==> src/rtl/exposure_readout_ctrl_if.sv <==
// Exposure/readout sequencer bus.
// Groups the camera-control request side (Init, Abort, ExpTime) with the
// pixel-array / ADC drive side (Erase, Expose, NRE, ADC, RowIdx, Busy, Done).
//   master : camera control logic (drives requests, observes sequencing)
//   slave  : exposure_readout_ctrl
interface exposure_readout_ctrl_if #(
    parameter int N_ROWS = 2,
    parameter int EXP_W  = 5,
    parameter int ROW_W  = (N_ROWS > 1) ? $clog2(N_ROWS) : 1
);
    logic              Init;
    logic              Abort;
    logic [EXP_W-1:0]  ExpTime;
    logic              Erase;
    logic              Expose;
    logic [N_ROWS-1:0] NRE;
    logic              ADC;
    logic [ROW_W-1:0]  RowIdx;
    logic              Busy;
    logic              Done;

    modport master (
        output Init, Abort, ExpTime,
        input  Erase, Expose, NRE, ADC, RowIdx, Busy, Done
    );

    modport slave (
        input  Init, Abort, ExpTime,
        output Erase, Expose, NRE, ADC, RowIdx, Busy, Done
    );
endinterface

==> src/rtl/exposure_readout_ctrl.sv <==
// Exposure and readout sequencer for the pixel array.
// A rising edge on Init (in IDLE) releases erase, exposes for ExpTime cycles
// (0 treated as 1), then reads N_ROWS rows in ascending order: settle, ADC
// strobe, hold, gap. A one-cycle Done pulse ends the frame.
// Ports:
//   Clk   : clock, rising edge
//   Reset : asynchronous, active-high
//   bus   : exposure_readout_ctrl_if.slave (Init/Abort/ExpTime in;
//           Erase/Expose/NRE/ADC/RowIdx/Busy/Done out, all registered)
//
// state    | meaning
// ---------+---------------------------------------------
// IDLE     | array held in erase, waiting for Init edge
// EXPOSE   | exposure running, counts E cycles
// ROW_SEL  | NRE[r] high, settling SETTLE_CYC cycles
// ADC_HI   | NRE[r] and ADC strobe high, ADC_CYC cycles
// ROW_HOLD | NRE[r] high one cycle after the strobe
// ROW_GAP  | all NRE low one cycle between rows
// DONE     | one-cycle Done pulse, then IDLE
module exposure_readout_ctrl #(
    parameter int N_ROWS     = 2,
    parameter int EXP_W      = 5,
    parameter int SETTLE_CYC = 1,
    parameter int ADC_CYC    = 1
) (
    input  logic                     Clk,
    input  logic                     Reset,
    exposure_readout_ctrl_if.slave   bus
);
    localparam int ROW_W   = (N_ROWS > 1) ? $clog2(N_ROWS) : 1;
    localparam int SET_W   = $clog2(SETTLE_CYC + 1);
    localparam int ADCC_W  = $clog2(ADC_CYC + 1);
    localparam int CNT_W0  = (EXP_W > SET_W) ? EXP_W : SET_W;
    localparam int CNT_W   = (CNT_W0 > ADCC_W) ? CNT_W0 : ADCC_W;

    localparam logic [N_ROWS-1:0] NRE_ONE  = N_ROWS'(1);
    localparam logic [ROW_W-1:0]  ROW_LAST = ROW_W'(N_ROWS - 1);
    localparam logic [CNT_W-1:0]  SET_LOAD = CNT_W'(SETTLE_CYC - 1);
    localparam logic [CNT_W-1:0]  ADC_LOAD = CNT_W'(ADC_CYC - 1);

    typedef enum logic [2:0] {
        IDLE     = 3'd0,
        EXPOSE   = 3'd1,
        ROW_SEL  = 3'd2,
        ADC_HI   = 3'd3,
        ROW_HOLD = 3'd4,
        ROW_GAP  = 3'd5,
        DONE     = 3'd6
    } state_t;

    state_t             state_q, state_d;
    logic [CNT_W-1:0]   cnt_q, cnt_d;
    logic [ROW_W-1:0]   row_q, row_d;
    logic               init_q;
    logic               start;
    logic [CNT_W-1:0]   e_len;
    logic               reading;

    logic               erase_q, erase_d;
    logic               expose_q, expose_d;
    logic [N_ROWS-1:0]  nre_q, nre_d;
    logic               adc_q, adc_d;
    logic [ROW_W-1:0]   row_idx_q, row_idx_d;
    logic               busy_q, busy_d;
    logic               done_q, done_d;

    assign start = (state_q == IDLE) && bus.Init && !init_q && !bus.Abort;
    assign e_len = (bus.ExpTime == '0) ? CNT_W'(1) : CNT_W'(bus.ExpTime);

    // Down-counters load "length - 1" so a phase ends when the count reads 0.
    always_comb begin
        state_d = state_q;
        cnt_d   = cnt_q;
        row_d   = row_q;
        case (state_q)
            IDLE: begin
                if (start) begin
                    state_d = EXPOSE;
                    cnt_d   = e_len - CNT_W'(1);
                    row_d   = '0;
                end
            end
            EXPOSE: begin
                if (cnt_q == '0) begin
                    state_d = ROW_SEL;
                    cnt_d   = SET_LOAD;
                end else begin
                    cnt_d = cnt_q - CNT_W'(1);
                end
            end
            ROW_SEL: begin
                if (cnt_q == '0) begin
                    state_d = ADC_HI;
                    cnt_d   = ADC_LOAD;
                end else begin
                    cnt_d = cnt_q - CNT_W'(1);
                end
            end
            ADC_HI: begin
                if (cnt_q == '0) begin
                    state_d = ROW_HOLD;
                end else begin
                    cnt_d = cnt_q - CNT_W'(1);
                end
            end
            ROW_HOLD: state_d = ROW_GAP;
            ROW_GAP: begin
                if (row_q == ROW_LAST) begin
                    state_d = DONE;
                end else begin
                    state_d = ROW_SEL;
                    row_d   = row_q + ROW_W'(1);
                    cnt_d   = SET_LOAD;
                end
            end
            DONE: begin
                state_d = IDLE;
                row_d   = '0;
            end
            default: begin
                state_d = IDLE;
                row_d   = '0;
                cnt_d   = '0;
            end
        endcase

        if (bus.Abort && (state_q != IDLE)) begin
            state_d = IDLE;
            row_d   = '0;
            cnt_d   = '0;
        end

        // Outputs are decoded from the next state so they register in step
        // with the state itself.
        reading   = (state_d == ROW_SEL) || (state_d == ADC_HI) || (state_d == ROW_HOLD);
        erase_d   = (state_d == IDLE);
        expose_d  = (state_d == EXPOSE);
        nre_d     = reading ? (NRE_ONE << row_d) : '0;
        adc_d     = (state_d == ADC_HI);
        row_idx_d = reading ? row_d : '0;
        busy_d    = (state_d != IDLE);
        done_d    = (state_d == DONE);
    end

    always_ff @(posedge Clk or posedge Reset) begin
        if (Reset) begin
            state_q   <= IDLE;
            cnt_q     <= '0;
            row_q     <= '0;
            init_q    <= 1'b1;
            erase_q   <= 1'b1;
            expose_q  <= 1'b0;
            nre_q     <= '0;
            adc_q     <= 1'b0;
            row_idx_q <= '0;
            busy_q    <= 1'b0;
            done_q    <= 1'b0;
        end else begin
            state_q   <= state_d;
            cnt_q     <= cnt_d;
            row_q     <= row_d;
            init_q    <= bus.Init;
            erase_q   <= erase_d;
            expose_q  <= expose_d;
            nre_q     <= nre_d;
            adc_q     <= adc_d;
            row_idx_q <= row_idx_d;
            busy_q    <= busy_d;
            done_q    <= done_d;
        end
    end

    assign bus.Erase  = erase_q;
    assign bus.Expose = expose_q;
    assign bus.NRE    = nre_q;
    assign bus.ADC    = adc_q;
    assign bus.RowIdx = row_idx_q;
    assign bus.Busy   = busy_q;
    assign bus.Done   = done_q;
endmodule

==> src/flat_wrapper.sv <==
// flat-port wrapper written by rule: the top's interface ports become plain ports
module exposure_readout_ctrl_flat 
#(
    parameter int N_ROWS     = 2,
    parameter int EXP_W      = 5,
    parameter int SETTLE_CYC = 1,
    parameter int ADC_CYC    = 1
)
  (Clk, Reset, bus_Init, bus_Abort, bus_ExpTime, bus_Erase, bus_Expose, bus_NRE, bus_ADC, bus_RowIdx, bus_Busy, bus_Done);
  exposure_readout_ctrl_if #(.N_ROWS(N_ROWS), .EXP_W(EXP_W)) bus_i ();
  input  logic Clk;
  input  logic Reset;
  input wire logic [$bits(bus_i.Init)-1:0] bus_Init;
  input wire logic [$bits(bus_i.Abort)-1:0] bus_Abort;
  input wire logic [$bits(bus_i.ExpTime)-1:0] bus_ExpTime;
  output wire logic [$bits(bus_i.Erase)-1:0] bus_Erase;
  output wire logic [$bits(bus_i.Expose)-1:0] bus_Expose;
  output wire logic [$bits(bus_i.NRE)-1:0] bus_NRE;
  output wire logic [$bits(bus_i.ADC)-1:0] bus_ADC;
  output wire logic [$bits(bus_i.RowIdx)-1:0] bus_RowIdx;
  output wire logic [$bits(bus_i.Busy)-1:0] bus_Busy;
  output wire logic [$bits(bus_i.Done)-1:0] bus_Done;
  assign bus_i.Init = bus_Init;
  assign bus_i.Abort = bus_Abort;
  assign bus_i.ExpTime = bus_ExpTime;
  assign bus_Erase = bus_i.Erase;
  assign bus_Expose = bus_i.Expose;
  assign bus_NRE = bus_i.NRE;
  assign bus_ADC = bus_i.ADC;
  assign bus_RowIdx = bus_i.RowIdx;
  assign bus_Busy = bus_i.Busy;
  assign bus_Done = bus_i.Done;
  exposure_readout_ctrl #(.N_ROWS(N_ROWS), .EXP_W(EXP_W), .SETTLE_CYC(SETTLE_CYC), .ADC_CYC(ADC_CYC)) u_core (.Clk(Clk), .Reset(Reset), .bus(bus_i));
endmodule
==> config.mk <==
export PLATFORM = sky130hd
export DESIGN_NAME = exposure_readout_ctrl_flat
export DESIGN_NICKNAME = d
export VERILOG_FILES = /design/src/rtl/exposure_readout_ctrl_if.sv /design/src/rtl/exposure_readout_ctrl.sv /design/src/flat_wrapper.sv
export SDC_FILE = /design/constraint.sdc
export NUM_CORES = 1
export LEC_CHECK = 0
export CAP_MARGIN = 20
export CORE_UTILIZATION = 56
export CTS_BUF_LIST = sky130_fd_sc_hd__clkbuf_16
export CTS_CLUSTER_SIZE = 12
export DETAILED_ROUTE_END_ITERATION = 6
export GPL_ROUTABILITY_DRIVEN = 1
export PLACE_DENSITY = 0.95
export SYNTH_ARGS = -nofsm -noshare
export SYNTH_HDL_FRONTEND = slang
export SYNTH_SLANG_ARGS = --single-unit
==> constraint.sdc <==
create_clock -name Clk -period 5.74 [get_ports Clk]
set_input_delay 1.435 -clock Clk [delete_from_list [all_inputs] [get_ports Clk]]
set_output_delay 1.435 -clock Clk [all_outputs]
set_load 0.01 [all_outputs]
==> results.py <==
metrics = {
    "run_status": {
        "status": "complete, no violations",
    },
    "synthesis": {
        "ys_async_sr_fraction_pct": 100.0,
        "synth_compound_area_share_pct": 25.81,
        "synth_top_family_by_area": "compound AO/OA/AOI/OAI gates",
        "synthCells": 115,
        "yosysTopAreaCell": "dfrtp_1",
        "synth-seq-area-share_pct": 39.77,
        "synth_cell_types": 43,
        "yosys-mux-area-fraction_pct": 1.047,
        "synthesis.nets": 127,
        "syn_area_per_cell_sq_um": 9.357,
        "netlist.area_leader.share_pct": 34.88,
        "syn-cell-area_sq_um": 1076,
        "synth_xor_area_share_pct": 1.628,
        "ys_top_cells_by_area": "dfrtp_1 (35%), dfstp_2 (4.9%), ha_1 (3.5%)",
        "synth_edf_count": 0,
        "netlist_top_cells_count": "dfrtp_1 (15), inv_1 (10), nor2_1 (7)",
        "ys_dominant_reg_cell": "dfrtp_1",
        "yosys.area_share.adder_pct": 4.535,
        "synth_most_common_cell": "dfrtp_1",
        "synth-simple-area-share_pct": 20.81,
        "yosysWarnings": 0,
        "synth-seq-cells": 17,
    },
    "pwr": {
        "power.share.clock_pct": 22.5,
        "p_int_uw": 357.9,
        "sw_frac_of_total_pct": 40.41,
        "p_sw_uw": 242.7,
        "p_leak_nw": 0.5249,
        "p_seq_share_pct": 32.7,
        "ir_drop_uv": 331.7,
        "power_density_nw_per_um2": 456.8,
        "p_comb_share_pct": 44.8,
    },
    "detailed_routing": {
        "wl_met2_microns": 1257,
        "viasPerCell": 6.634,
        "routed_wl_microns": 2630,
        "drtIter0Drc": 63,
        "met3_length_microns": 237,
        "drt_pass1_iterations": 5,
        "top_layer_used": "met4",
        "ant_nets": 0,
        "wl_met1_microns": 1072,
        "drc": 0,
        "wl_per_cell_microns": 17.19,
        "num_vias": 1015,
    },
    "sta": {
        "fin_crit_ns": 3.055,
        "worstMarginPinSlew_ns": 0.7928,
        "fin_crit_sh_pct": 53.23,
        "tns_ns": 0,
        "finalHoldViolCount": 0,
        "slew-limit-headroom_pct": 46.40,
        "rsz0062_at_grt": "false",
        "fin_worst_skew_ns": 0.005997,
        "report.final.slew_viol_count": 0,
        "setup_viol": 0,
        "hold_slack_ns": 0.5138,
        "fmax_ghz": 0.3273,
    },
    "floorplanning": {
        "io_pins": 17,
        "fp.dieH_microns": 45.84,
        "die-area_sq_um": 2101,
        "coreArea_sq_um": 1764,
        "initial_core_util_pct": 60.99,
        "die_width_microns": 45.84,
        "rows": 15,
    },
    "worst_setup_path": {
        "r2r-end": "u_core.cnt_q[2]",
        "worstSetupPathType": "input port to register",
        "crit_arrival_ns": 3.19,
        "path_max_fanout": 15,
        "end_kind": "register",
        "regToRegSetupSlack_ns": 3.47,
        "rr_startpoint": "u_core.cnt_q[0]",
        "r2r_cells": 6,
        "startpoint_type": "input port",
        "required_ns": 5.87,
    },
    "min_path": {
        "worstHoldStart": "u_core.cnt_q[0]",
        "min_path_cells": 1,
        "hold_path.class": "register to register",
        "hold_end": "u_core.cnt_q[0]",
    },
    "final_layout": {
        "final_cell_count_no_fill": 153,
        "n_antenna_cell": 0,
        "fin_nets": 141,
        "syn_to_final_growth_pct": 22.21,
        "drive_above_1_share_pct": 7.813,
    },
    "cts": {
        "post_cts_resized": 0,
        "clkSinkCount": 17,
        "cts_setup_buffers": 0,
        "clk_latency_ns": 0.25,
        "clockBufferDepth": 2,
        "cts_tree": "done",
        "root_buffer": "clkbuf_16",
        "hold_buffers": 0,
        "path_clk_slew_ns": 0.05,
        "cts_buffers": 3,
        "h-tree-depth": 1,
    },
    "place": {
        "place_congestion": 0.9618,
        "port_buffers": 16,
        "dp_hpwl_microns": 1903,
        "dp_cells": 149,
    },
    "global_route": {
        "antenna_found_initial": 0,
        "grt_pass1_vias": 913,
        "track_usage_pct": 29.60,
        "grt_max_degree": 18,
        "gr-total-overflow": 0,
        "grt_pass1_wl_microns": 4264,
    },
    "job": {
        "cap_viol_max_count": 0,
    },
}
power groups by stage:
stage	Sequential [mW]	Combinational [mW]	Clock, mW
after CTS	0.193	0.264	0.137
after detailed placement	0.195	0.261	0
after global routing	0.199	0.294	0.143
after floorplan	0.181	0.202	0
after global placement	0.192	0.249	0
final	0.196	0.269	0.135
worst max-delay path, cell delays in order:
cell             delay [ns]
clkdlybuf4s50_1        0.79
or2_2                  0.28
o32ai_4                0.10
or3_1                  0.34
a22o_1                 0.24
layout by cell type, fill, tap and decap left out, types with 3 or more instances in the layout:
| master | instances |
|---|---|
| clkdlybuf4s50_1 | 16 |
| dfrtp_1 | 15 |
| inv_1 | 11 |
| nor2_1 | 7 |
| nor3_1 | 5 |
| a21oi_1 | 5 |
| o21ai_0 | 5 |
| a211oi_1 | 4 |
| nand2b_1 | 3 |
| nor2b_1 | 3 |
| nand2_1 | 3 |
| nor4_1 | 3 |
| a22oi_1 | 3 |
| o211ai_1 | 3 |
| ha_1 | 3 |
| clkbuf_16 | 3 |
registers in the layout, summed over array words and instances (netlist names):
name	cells
u_core.bus.Busy	1
u_core.bus.Expose	1
u_core.bus.Erase	1
u_core.state_q	3
u_core.cnt_q	5
u_core.bus.NRE	2
u_core.bus.Done	1
u_core.bus.ADC	1
u_core.init_q	1
u_core.row_q	1
routing by layer:
| layer | up-vias | global-route usage [%] |
|---|---|---|
| li1 | 467 | - |
| met1 | 469 | 39.85 |
| met2 | 67 | 45.71 |
| met3 | 12 | 8.730 |
| met4 | 0 | 9.412 |
| met5 | - | 0 |
worst max-delay path by stage:
| stage | start | endpoint | cells past startpoint |
|---|---|---|---|
| 2_1_floorplan | bus_ExpTime[4] | u_core.cnt_q[4] | 7 |
| 3_3_place_gp | bus_Abort | u_core.cnt_q[1] | 5 |
| 3_5_place_dp | bus_Abort | u_core.cnt_q[1] | 5 |
| 4_1_cts | bus_ExpTime[2] | u_core.cnt_q[4] | 8 |
| 5_1_grt | bus_ExpTime[2] | u_core.cnt_q[4] | 8 |
| 6_report | bus_Abort | u_core.cnt_q[1] | 5 |
cell families (layout without fill, tap and decap cells):
logic type	count (synthesis)	after routing
mux	1	1
buf+inv	17	30
flops	17	17
compound gates	36	36
simple gates	38	38
fa+ha+maj	4	4
xor+xnor	2	2
per-stage QoR:
step	instance area [sq um]	setup WS [ns]	util (%)	power [mW]
2_1_floorplan	1076	3.172	-	0.3829
3_3_place_gp	1236	2.514	70.07	0.4409
3_5_place_dp	1236	2.441	70.07	0.4561
4_1_cts	1315	2.701	74.54	0.5943
5_1_grt	1315	2.548	74.54	0.6369
6_report	1315	2.685	74.54	0.6006
layout make-up:
| cell class | count | area, sq um |
|---|---|---|
| clock buffer | 3 | 75.07 |
| clock inverter | 1 | 3.754 |
| fill | 129 | 449.2 |
| inverter | 10 | 37.54 |
| multi-input combinational | 81 | 579.3 |
| sequential | 17 | 427.9 |
| tap | 25 | 31.28 |
| timing repair buffer | 16 | 160.2 |
No activity file was read; power rests on OpenSTA's default activity.
